**config.mk**
```make
export PLATFORM = sky130hd
export DESIGN_NAME = ps2_host_tx_flat
export DESIGN_NICKNAME = d
export VERILOG_FILES = /design/src/rtl/ps2_host_tx_if.sv /design/src/rtl/ps2_host_tx.sv /design/src/flat_wrapper.sv
export SDC_FILE = /design/constraint.sdc
export NUM_CORES = 1
export LEC_CHECK = 0
export ABC_AREA = 1
export BUFFER_PORTS_ARGS = -buffer_cell sky130_fd_sc_hd__buf_2
export CORE_MARGIN = 5
export CORE_UTILIZATION = 40
export DETAILED_ROUTE_END_ITERATION = 10
export GPL_TIMING_DRIVEN = 1
export PLACE_DENSITY_LB_ADDON = 0.05
export SLEW_MARGIN = 20
export SYNTH_ARGS = -nofsm -noshare
export SYNTH_HDL_FRONTEND = slang
export SYNTH_SLANG_ARGS = --single-unit
export TNS_END_PERCENT = 10
```
**constraint.sdc**
```tcl
create_clock -name pclk -period 3.8 [get_ports pclk]
set_input_delay 0.76 -clock pclk [delete_from_list [all_inputs] [get_ports pclk]]
set_output_delay 0.76 -clock pclk [all_outputs]
set_load 0.03 [all_outputs]
```
**src/rtl/ps2_host_tx_if.sv**
```systemverilog
// ps2_host_tx_if: command handshake and PS/2 line bundle for the host transmitter
interface ps2_host_tx_if;
  logic [7:0] tx_data;
  logic tx_start;
  logic ps2_clk_in;
  logic ps2_data_in;
  logic ps2_clk_oe;
  logic ps2_data_oe;
  logic busy;
  logic done;
  logic ack_err;
  logic timeout;
  modport master (
    output tx_data, tx_start, ps2_clk_in, ps2_data_in,
    input  ps2_clk_oe, ps2_data_oe, busy, done, ack_err, timeout
  );
  modport slave (
    input  tx_data, tx_start, ps2_clk_in, ps2_data_in,
    output ps2_clk_oe, ps2_data_oe, busy, done, ack_err, timeout
  );
endinterface

```
**src/rtl/ps2_host_tx.sv**
```systemverilog
// ps2_host_tx: host-to-device PS/2 byte transmitter driving open-drain pull-low enables
module ps2_host_tx #(
  parameter int INHIBIT_CYCLES = 6500,
  parameter int RTS_CYCLES = 65,
  parameter int TIMEOUT_CYCLES = 1105000
) (
  input logic pclk,
  input logic rst,
  ps2_host_tx_if.slave bus
);
  localparam int PW = $clog2((INHIBIT_CYCLES > RTS_CYCLES ? INHIBIT_CYCLES : RTS_CYCLES) + 1);
  localparam int TW = $clog2(TIMEOUT_CYCLES + 1);
  typedef enum logic [2:0] {IDLE, INHIBIT, RTS, SEND, ACK_WAIT, RELEASE} state_t;
  state_t state, state_n;
  logic [PW-1:0] cnt, cnt_n;
  logic [TW-1:0] tcnt, tcnt_n;
  logic [3:0] bit_idx, bit_idx_n;
  logic [9:0] frame, frame_n;
  logic [1:0] clk_sync, data_sync;
  logic clk_prev, clk_s, data_s, fall, tout;
  logic clk_oe, clk_oe_n, data_oe, data_oe_n, busy, busy_n;
  logic done, done_n, ack_err, ack_err_n, timeout, timeout_n;
  assign clk_s = clk_sync[1];
  assign data_s = data_sync[1];
  assign fall = clk_prev & ~clk_s;
  assign tout = (state == SEND || state == ACK_WAIT || state == RELEASE) &&
                tcnt == TW'(TIMEOUT_CYCLES - 1);
  assign bus.ps2_clk_oe = clk_oe;
  assign bus.ps2_data_oe = data_oe;
  assign bus.busy = busy;
  assign bus.done = done;
  assign bus.ack_err = ack_err;
  assign bus.timeout = timeout;
  always_ff @(posedge pclk) begin
    if (rst) begin
      clk_sync <= 2'b11;
      data_sync <= 2'b11;
      clk_prev <= 1'b1;
      state <= IDLE;
      cnt <= '0;
      tcnt <= '0;
      bit_idx <= '0;
      frame <= '0;
      clk_oe <= 1'b0;
      data_oe <= 1'b0;
      busy <= 1'b0;
      done <= 1'b0;
      ack_err <= 1'b0;
      timeout <= 1'b0;
    end else begin
      clk_sync <= {clk_sync[0], bus.ps2_clk_in};
      data_sync <= {data_sync[0], bus.ps2_data_in};
      clk_prev <= clk_s;
      state <= state_n;
      cnt <= cnt_n;
      tcnt <= tcnt_n;
      bit_idx <= bit_idx_n;
      frame <= frame_n;
      clk_oe <= clk_oe_n;
      data_oe <= data_oe_n;
      busy <= busy_n;
      done <= done_n;
      ack_err <= ack_err_n;
      timeout <= timeout_n;
    end
  end
  always_comb begin
    state_n = state;
    cnt_n = cnt;
    tcnt_n = tcnt;
    bit_idx_n = bit_idx;
    frame_n = frame;
    clk_oe_n = clk_oe;
    data_oe_n = data_oe;
    done_n = 1'b0;
    ack_err_n = ack_err;
    timeout_n = timeout;
    case (state)
      IDLE: begin
        clk_oe_n = 1'b0;
        data_oe_n = 1'b0;
        cnt_n = '0;
        if (bus.tx_start) begin
          state_n = INHIBIT;
          frame_n = {1'b1, ~^bus.tx_data, bus.tx_data};
          ack_err_n = 1'b0;
          timeout_n = 1'b0;
          clk_oe_n = 1'b1;
        end
      end
      INHIBIT: begin
        cnt_n = cnt + 1'b1;
        if (cnt == PW'(INHIBIT_CYCLES - 1)) begin
          data_oe_n = 1'b1;
          state_n = RTS;
          cnt_n = '0;
        end
      end
      RTS: begin
        cnt_n = cnt + 1'b1;
        if (cnt == PW'(RTS_CYCLES - 1)) begin
          clk_oe_n = 1'b0;
          state_n = SEND;
          bit_idx_n = '0;
          tcnt_n = '0;
        end
      end
      SEND: begin
        tcnt_n = tcnt + 1'b1;
        // the stop bit (frame[9]) releases data, leaving the line free for the ack
        if (fall) begin
          data_oe_n = ~frame[bit_idx];
          bit_idx_n = bit_idx + 4'd1;
          state_n = bit_idx == 4'd9 ? ACK_WAIT : SEND;
        end
      end
      ACK_WAIT: begin
        tcnt_n = tcnt + 1'b1;
        if (fall) begin
          ack_err_n = data_s;
          state_n = RELEASE;
        end
      end
      RELEASE: begin
        tcnt_n = tcnt + 1'b1;
        if (clk_s && data_s) begin
          done_n = 1'b1;
          state_n = IDLE;
        end
      end
      default: state_n = IDLE;
    endcase
    // timeout overrides any same-cycle edge handling
    if (tout) begin
      clk_oe_n = 1'b0;
      data_oe_n = 1'b0;
      timeout_n = 1'b1;
      done_n = 1'b1;
      state_n = IDLE;
    end
    busy_n = state_n != IDLE;
  end
endmodule

```
**src/flat_wrapper.sv**
```systemverilog
// flat-port wrapper written by rule: the top's interface ports become plain ports
module ps2_host_tx_flat 
#(
  parameter int INHIBIT_CYCLES = 6500,
  parameter int RTS_CYCLES = 65,
  parameter int TIMEOUT_CYCLES = 1105000
)
  (pclk, rst, bus_tx_data, bus_tx_start, bus_ps2_clk_in, bus_ps2_data_in, bus_ps2_clk_oe, bus_ps2_data_oe, bus_busy, bus_done, bus_ack_err, bus_timeout);
  ps2_host_tx_if bus_i ();
  input logic pclk;
  input logic rst;
  input wire logic [$bits(bus_i.tx_data)-1:0] bus_tx_data;
  input wire logic [$bits(bus_i.tx_start)-1:0] bus_tx_start;
  input wire logic [$bits(bus_i.ps2_clk_in)-1:0] bus_ps2_clk_in;
  input wire logic [$bits(bus_i.ps2_data_in)-1:0] bus_ps2_data_in;
  output wire logic [$bits(bus_i.ps2_clk_oe)-1:0] bus_ps2_clk_oe;
  output wire logic [$bits(bus_i.ps2_data_oe)-1:0] bus_ps2_data_oe;
  output wire logic [$bits(bus_i.busy)-1:0] bus_busy;
  output wire logic [$bits(bus_i.done)-1:0] bus_done;
  output wire logic [$bits(bus_i.ack_err)-1:0] bus_ack_err;
  output wire logic [$bits(bus_i.timeout)-1:0] bus_timeout;
  assign bus_i.tx_data = bus_tx_data;
  assign bus_i.tx_start = bus_tx_start;
  assign bus_i.ps2_clk_in = bus_ps2_clk_in;
  assign bus_i.ps2_data_in = bus_ps2_data_in;
  assign bus_ps2_clk_oe = bus_i.ps2_clk_oe;
  assign bus_ps2_data_oe = bus_i.ps2_data_oe;
  assign bus_busy = bus_i.busy;
  assign bus_done = bus_i.done;
  assign bus_ack_err = bus_i.ack_err;
  assign bus_timeout = bus_i.timeout;
  ps2_host_tx #(.INHIBIT_CYCLES(INHIBIT_CYCLES), .RTS_CYCLES(RTS_CYCLES), .TIMEOUT_CYCLES(TIMEOUT_CYCLES)) u_core (.pclk(pclk), .rst(rst), .bus(bus_i));
endmodule
```
Word level (Yosys, flattened, before mapping). Cells that the tools add are included.

Flip-flop bits (word level): 62. Bits of input ports: 13. Output and inout port bits: 6. Word-level logic and storage cells: 91.

Add/sub/neg operators: 3. $lt $le $gt $ge: 1. Equality and inequality tests: 14. Multiplexer cells: 32. Bitwise logic cells: 3. Reductions and logical operators: 24.

Operator list (count): case mux 21 bit (2 select lines) (1); case mux 13 bit (3 select lines) (1); 2-to-1 mux 3 bit (8); adder 21 x 1 -> 21 bit (second input constant) (1); == test 21 bit (second input constant) (1); 2-to-1 mux 21 bit (1); case mux 3 bit (6 select lines) (1); adder 13 x 1 -> 13 bit (second input constant) (1); == test 13 bit (second input constant) (1); == test 13 x 7 -> 1 bit (second input constant) (1); 2-to-1 mux 13 bit (1); 2-to-1 mux 1 bit (12); nonzero test 2 bit (6); AND reduction 3 bit (3); nonzero test 3 bit (3); 2-to-1 mux 4 bit (2); != test 2 x 1 -> 1 bit (second input constant) (4); case mux 4 bit (2 select lines) (1); AND reduction 2 bit (4); XNOR reduction 8 bit (1); == test 3 x 2 -> 1 bit (second input constant) (2); == test 3 bit (second input constant) (2); < comparator 4 x 5 -> 1 bit (second input constant) (1); adder 4 x 1 -> 4 bit (second input constant) (1); other kinds (13) (17).

Depth between registers and ports, before layout.
Word-level depth: 6. Gate-level depth with buffers: 12. Depth with buffers taken out: 11.

Worst setup path after synthesis. No wires, ideal clock.

Kind: input port to flip-flop. Start: input port bus_tx_data[6]. End: register u_core.frame[8]. Setup time: 0.120 ns. Arrival: 1.298 ns. Required time: 3.680 ns. Slack: 2.382 ns. Cell stages on the path: 5. Buffers on the path: 0. Cells stage by stage: xnor2_1 -> xor2_1 -> nand2_1 -> nand2_1 -> a21oi_1.

Cells in the longest elaborated chain, start to end: 1.

Ends and longest elaborated chain: from (decl) (line flat_wrapper.sv:12) `input wire logic [$bits(bus_i.tx_data)-1:0] bus_tx_data;`; XNOR reduction 8 bit (line ps2_host_tx.sv:85) `frame_n = {1'b1, ~^bus.tx_data, bus.tx_data};`; to (signal assigned) (line ps2_host_tx.sv:58) `frame <= frame_n;`; to (decl) (line ps2_host_tx.sv:18) `logic [9:0] frame, frame_n;`.

Every way passes these cells. A chain may end at the register's enable or synchronous reset.

Worst setup path after layout.
Start: register u_core.cnt[0]. End: register u_core.bit_idx[2].

Cells in the longest elaborated chain, start to end: 3.

Ends and longest elaborated chain: from (decl) (line ps2_host_tx.sv:15) `logic [PW-1:0] cnt, cnt_n;`; from (signal assigned) (line ps2_host_tx.sv:55) `cnt <= cnt_n;`; == test 13 x 7 -> 1 bit (line ps2_host_tx.sv:101) `if (cnt == PW'(RTS_CYCLES - 1)) begin`; != test 2 x 1 -> 1 bit (no source line); AND reduction 3 bit (no source line); to (signal assigned) (line ps2_host_tx.sv:57) `bit_idx <= bit_idx_n;`; to (decl) (line ps2_host_tx.sv:17) `logic [3:0] bit_idx, bit_idx_n;`.

Every way passes these cells.

==> flow_metrics.env <==
export IMPL_status="completed"
export IMPL_worstSkewPairLatency_ps=330
export IMPL_total_power_uw=1250
export IMPL_yosysWarnings=0
export IMPL_seq_area_um2=1240
export IMPL_clock_path_buffers=2
export IMPL_worstHoldPathType="reg -> reg"
export IMPL_area_growth_syn_to_layout_pct=9.78
export IMPL_grt_max_degree=22
export IMPL_timing_fmax_mhz=517
export IMPL_startpoint_type="flip-flop"
export IMPL_crit_path_end_kind="flip-flop"
export IMPL_port_buffers=18
export IMPL_syn_avg_cell_area_um2=6.53
export IMPL_max_slew_worst_pin_slew_ps=604
export IMPL_wirelength_um=7810
export IMPL_drt_vias_per_instance=4.96
export IMPL_gp_congestion=0.882
export IMPL_n_fill_cell=924
export IMPL_fin_crit_sh_pct=50.9
export IMPL_hold_buffers=0
export IMPL_cap_violations=0
export IMPL_rows=33
export IMPL_relSlewSlack_pct=59.6
export IMPL_drc_errors=0
export IMPL_grt_pass1_vias=3006
export IMPL_rsz0062_at_grt="false"
export IMPL_n_antenna_cell=0
export IMPL_drive_above_1_share_pct=9.02
export IMPL_power_density_nw_per_um2=346
export IMPL_first_pass_iters=5
export IMPL_dieArea_um2=10100
export IMPL_clock_sinks=62
export IMPL_drv_slew=0
export IMPL_cts_made_buffers=9
export IMPL_syn_nets=520
export IMPL_crit_arrival_ps=2190
export IMPL_vias=3103
export IMPL_slowest_stage="buf_4"
export IMPL_holdWs_ps=411
export IMPL_pin_count=19
export IMPL_h_tree_depth=3
export IMPL_hold_violations=0
export IMPL_cp_cell_sequence="inv_1, ha_1, inv_1, nor2_1, nand2_1, nor2_1, nand4_1, buf_4, nand2_1, nand2_1, a21oi_1"
export IMPL_wl_per_cell_um=12.5
export IMPL_grt_pass1_wl_um=13700
export IMPL_cts_tree="done"
export IMPL_pre_cts_ws_ps=1590
export IMPL_peakVddDrop_v=0.000189
export IMPL_setup_viol=0
export IMPL_ys_types=28
export IMPL_path_delay_family="simple AND/OR/NAND/NOR gates"
export IMPL_fin_skew_ps=9.74
export IMPL_fp_dieH_um=100
export IMPL_drt_iter0_markers=147
export IMPL_cp_num_buf_inv=3
export IMPL_fin_setup_tns_ps=0
export IMPL_crit_required_ps=4060
export IMPL_cp_max_fo=15
export IMPL_antenna_found_initial=0
export IMPL_ys_ff_latch=62
export IMPL_period_needed_ps=1930
export IMPL_p_leak_uw=0.00142
export IMPL_holdPathStages=1
export IMPL_critPathKind="reg -> reg"
export IMPL_die_w_um=100
export IMPL_crit_top_cell="nand2_1"
export IMPL_hpwlAfterDp_um=5790
export IMPL_cp_depth=11
export IMPL_reg2reg_depth=11
export IMPL_grt_overflow_total=0
export IMPL_cts_setup_buffers=0
export IMPL_core_area_um2=8090
export IMPL_ys_seq_area_share_pct=37.9
export IMPL_multiInputGateArea_um2=1730
export IMPL_syn_inst=502
export IMPL_grt_use_total_pct=16.9
export IMPL_synth_area_um2=3280
export IMPL_ant_nets=0
export IMPL_initial_core_util_pct=40.5
export IMPL_slowest_delay_ps=350
export IMPL_postCtsResizedCells=0
export IMPL_nNetsFinal=536
export IMPL_setup_ws_ps=1870
export IMPL_clockRootBuffer="clkbuf_8"
export IMPL_path_clk_slew_ps=70
==> synthesized netlist by cell type <==
| cell | instances | share of area, % |
|---|---|---|
| nand2_1 | 110 | 13 |
| nor2_1 | 85 | 9.7 |
| dfxtp_1 | 62 | 38 |
| inv_1 | 57 | 6.5 |
| a21oi_1 | 43 | 6.6 |
| nand3_1 | 40 | 6.1 |
| o21ai_0 | 25 | 3.8 |
| nor3_1 | 12 | 1.8 |
| nand4_1 | 10 | 1.9 |
| buf_2 | 9 | 1.4 |
| xor2_1 | 9 | 2.4 |
| xnor2_1 | 6 | 1.6 |
| ha_1 | 5 | 1.9 |
| or2_2 | 5 | 0.95 |
| clkbuf_1 | 4 | 0.46 |
| inv_2 | 3 | 0.34 |
| o211ai_1 | 3 | 0.69 |
| nand2_4 | 2 | 0.69 |
| nand3b_1 | 2 | 0.46 |
| nor3_2 | 2 | 0.61 |
| a31oi_1 | 1 | 0.19 |
| buf_1 | 1 | 0.11 |
| buf_4 | 1 | 0.23 |
| clkinv_1 | 1 | 0.11 |
| nand2_2 | 1 | 0.19 |
| nand3_2 | 1 | 0.31 |
| nor2_2 | 1 | 0.19 |
| o21ai_1 | 1 | 0.15 |
==> placed cells by master, fill, tap and decap left out, drive strengths merged, types with 5 or more instances in the layout <==
cell type and n:
nand3 41, o21ai 26, xor2 9, a21oi 43
buf 20, xnor2 6, nor3 14, inv 60
or2 5, dfxtp 62, nor2 86, ha 5
nand2 113, nand4 10, clkbuf 12
==> path summary, 6_finish.rpt <==
path / start / end / slack [ps]
hold reg to reg: u_core.clk_sync[0]$_SDFF_PP1_ / u_core.clk_sync[1]$_SDFF_PP1_ / 410
setup reg to reg: u_core.cnt[0]$_SDFFE_PP0P_ / u_core.bit_idx[2]$_SDFFE_PP0P_ / 1870
hold / removal: u_core.clk_sync[0]$_SDFF_PP1_ / u_core.clk_sync[1]$_SDFF_PP1_ / 410
setup / recovery: u_core.cnt[0]$_SDFFE_PP0P_ / u_core.bit_idx[2]$_SDFFE_PP0P_ / 1870
==> final cells by class <==
class | instances | area share, %
inverters | 61 | 6.37
multi-input cells | 364 | 48.2
repair buffers | 20 | 2.92
well taps | 105 | 3.65
clock buffers | 12 | 4.04
clock inverters | 2 | 0.278
flip-flops and latches | 62 | 34.5
==> flip-flops by register name (all words and copies together) (netlist names), 2 cells and up <==
| register | flops |
|---|---|
| u_core.state | 3 |
| u_core.data_sync | 2 |
| u_core.clk_sync | 2 |
| u_core.frame | 10 |
| u_core.tcnt | 21 |
| u_core.bit_idx | 4 |
| u_core.cnt | 13 |
==> power breakdown <==
part	switching (uW)	internal, uW
registers	8.04	665
clock network	240	246
logic	55.1	31.5
==> layer usage <==
metal  share of wire, %  up-vias  GRT usage, %
li1                   -     1633             -
met1                 50     1408          22.1
met2                 46       55          27.6
met3                3.8        7          3.94
met4                1.0        0          5.18
met5                  0        -             0
==> through the flow <==
step / util [%] / instance area (um^2) / std cells
5_1_grt: 44.4 / 3600 / 626
2_1_floorplan: - / 3280 / 502
4_1_cts: 44.4 / 3600 / 626
3_5_place_dp: 42.5 / 3440 / 612
6_report: 44.4 / 3600 / 626
3_3_place_gp: 42.5 / 3440 / 612
==> cell families (layout without fill, tap and decap cells) <==
family | Yosys count | in the layout | synth area share, %
buf+inv | 76 | 95 | 9.17
fa+ha+maj | 5 | 5 | 1.91
compound gates | 73 | 73 | 11.4
simple gates | 271 | 271 | 35.6
xor+xnor | 15 | 15 | 4.01
flops | 62 | 62 | 37.9
==> worst reg2reg max path, stage by stage, from the launching register on <==
cell and delay [ps]:
dfxtp_1 340, inv_1 80, ha_1 140, inv_1 50, nor2_1 120, nand2_1 60, nor2_1 80, nand4_1 330
buf_4 350, nand2_1 120, nand2_1 60, a21oi_1 130
Note: power is estimated with default switching activity, not from simulation.
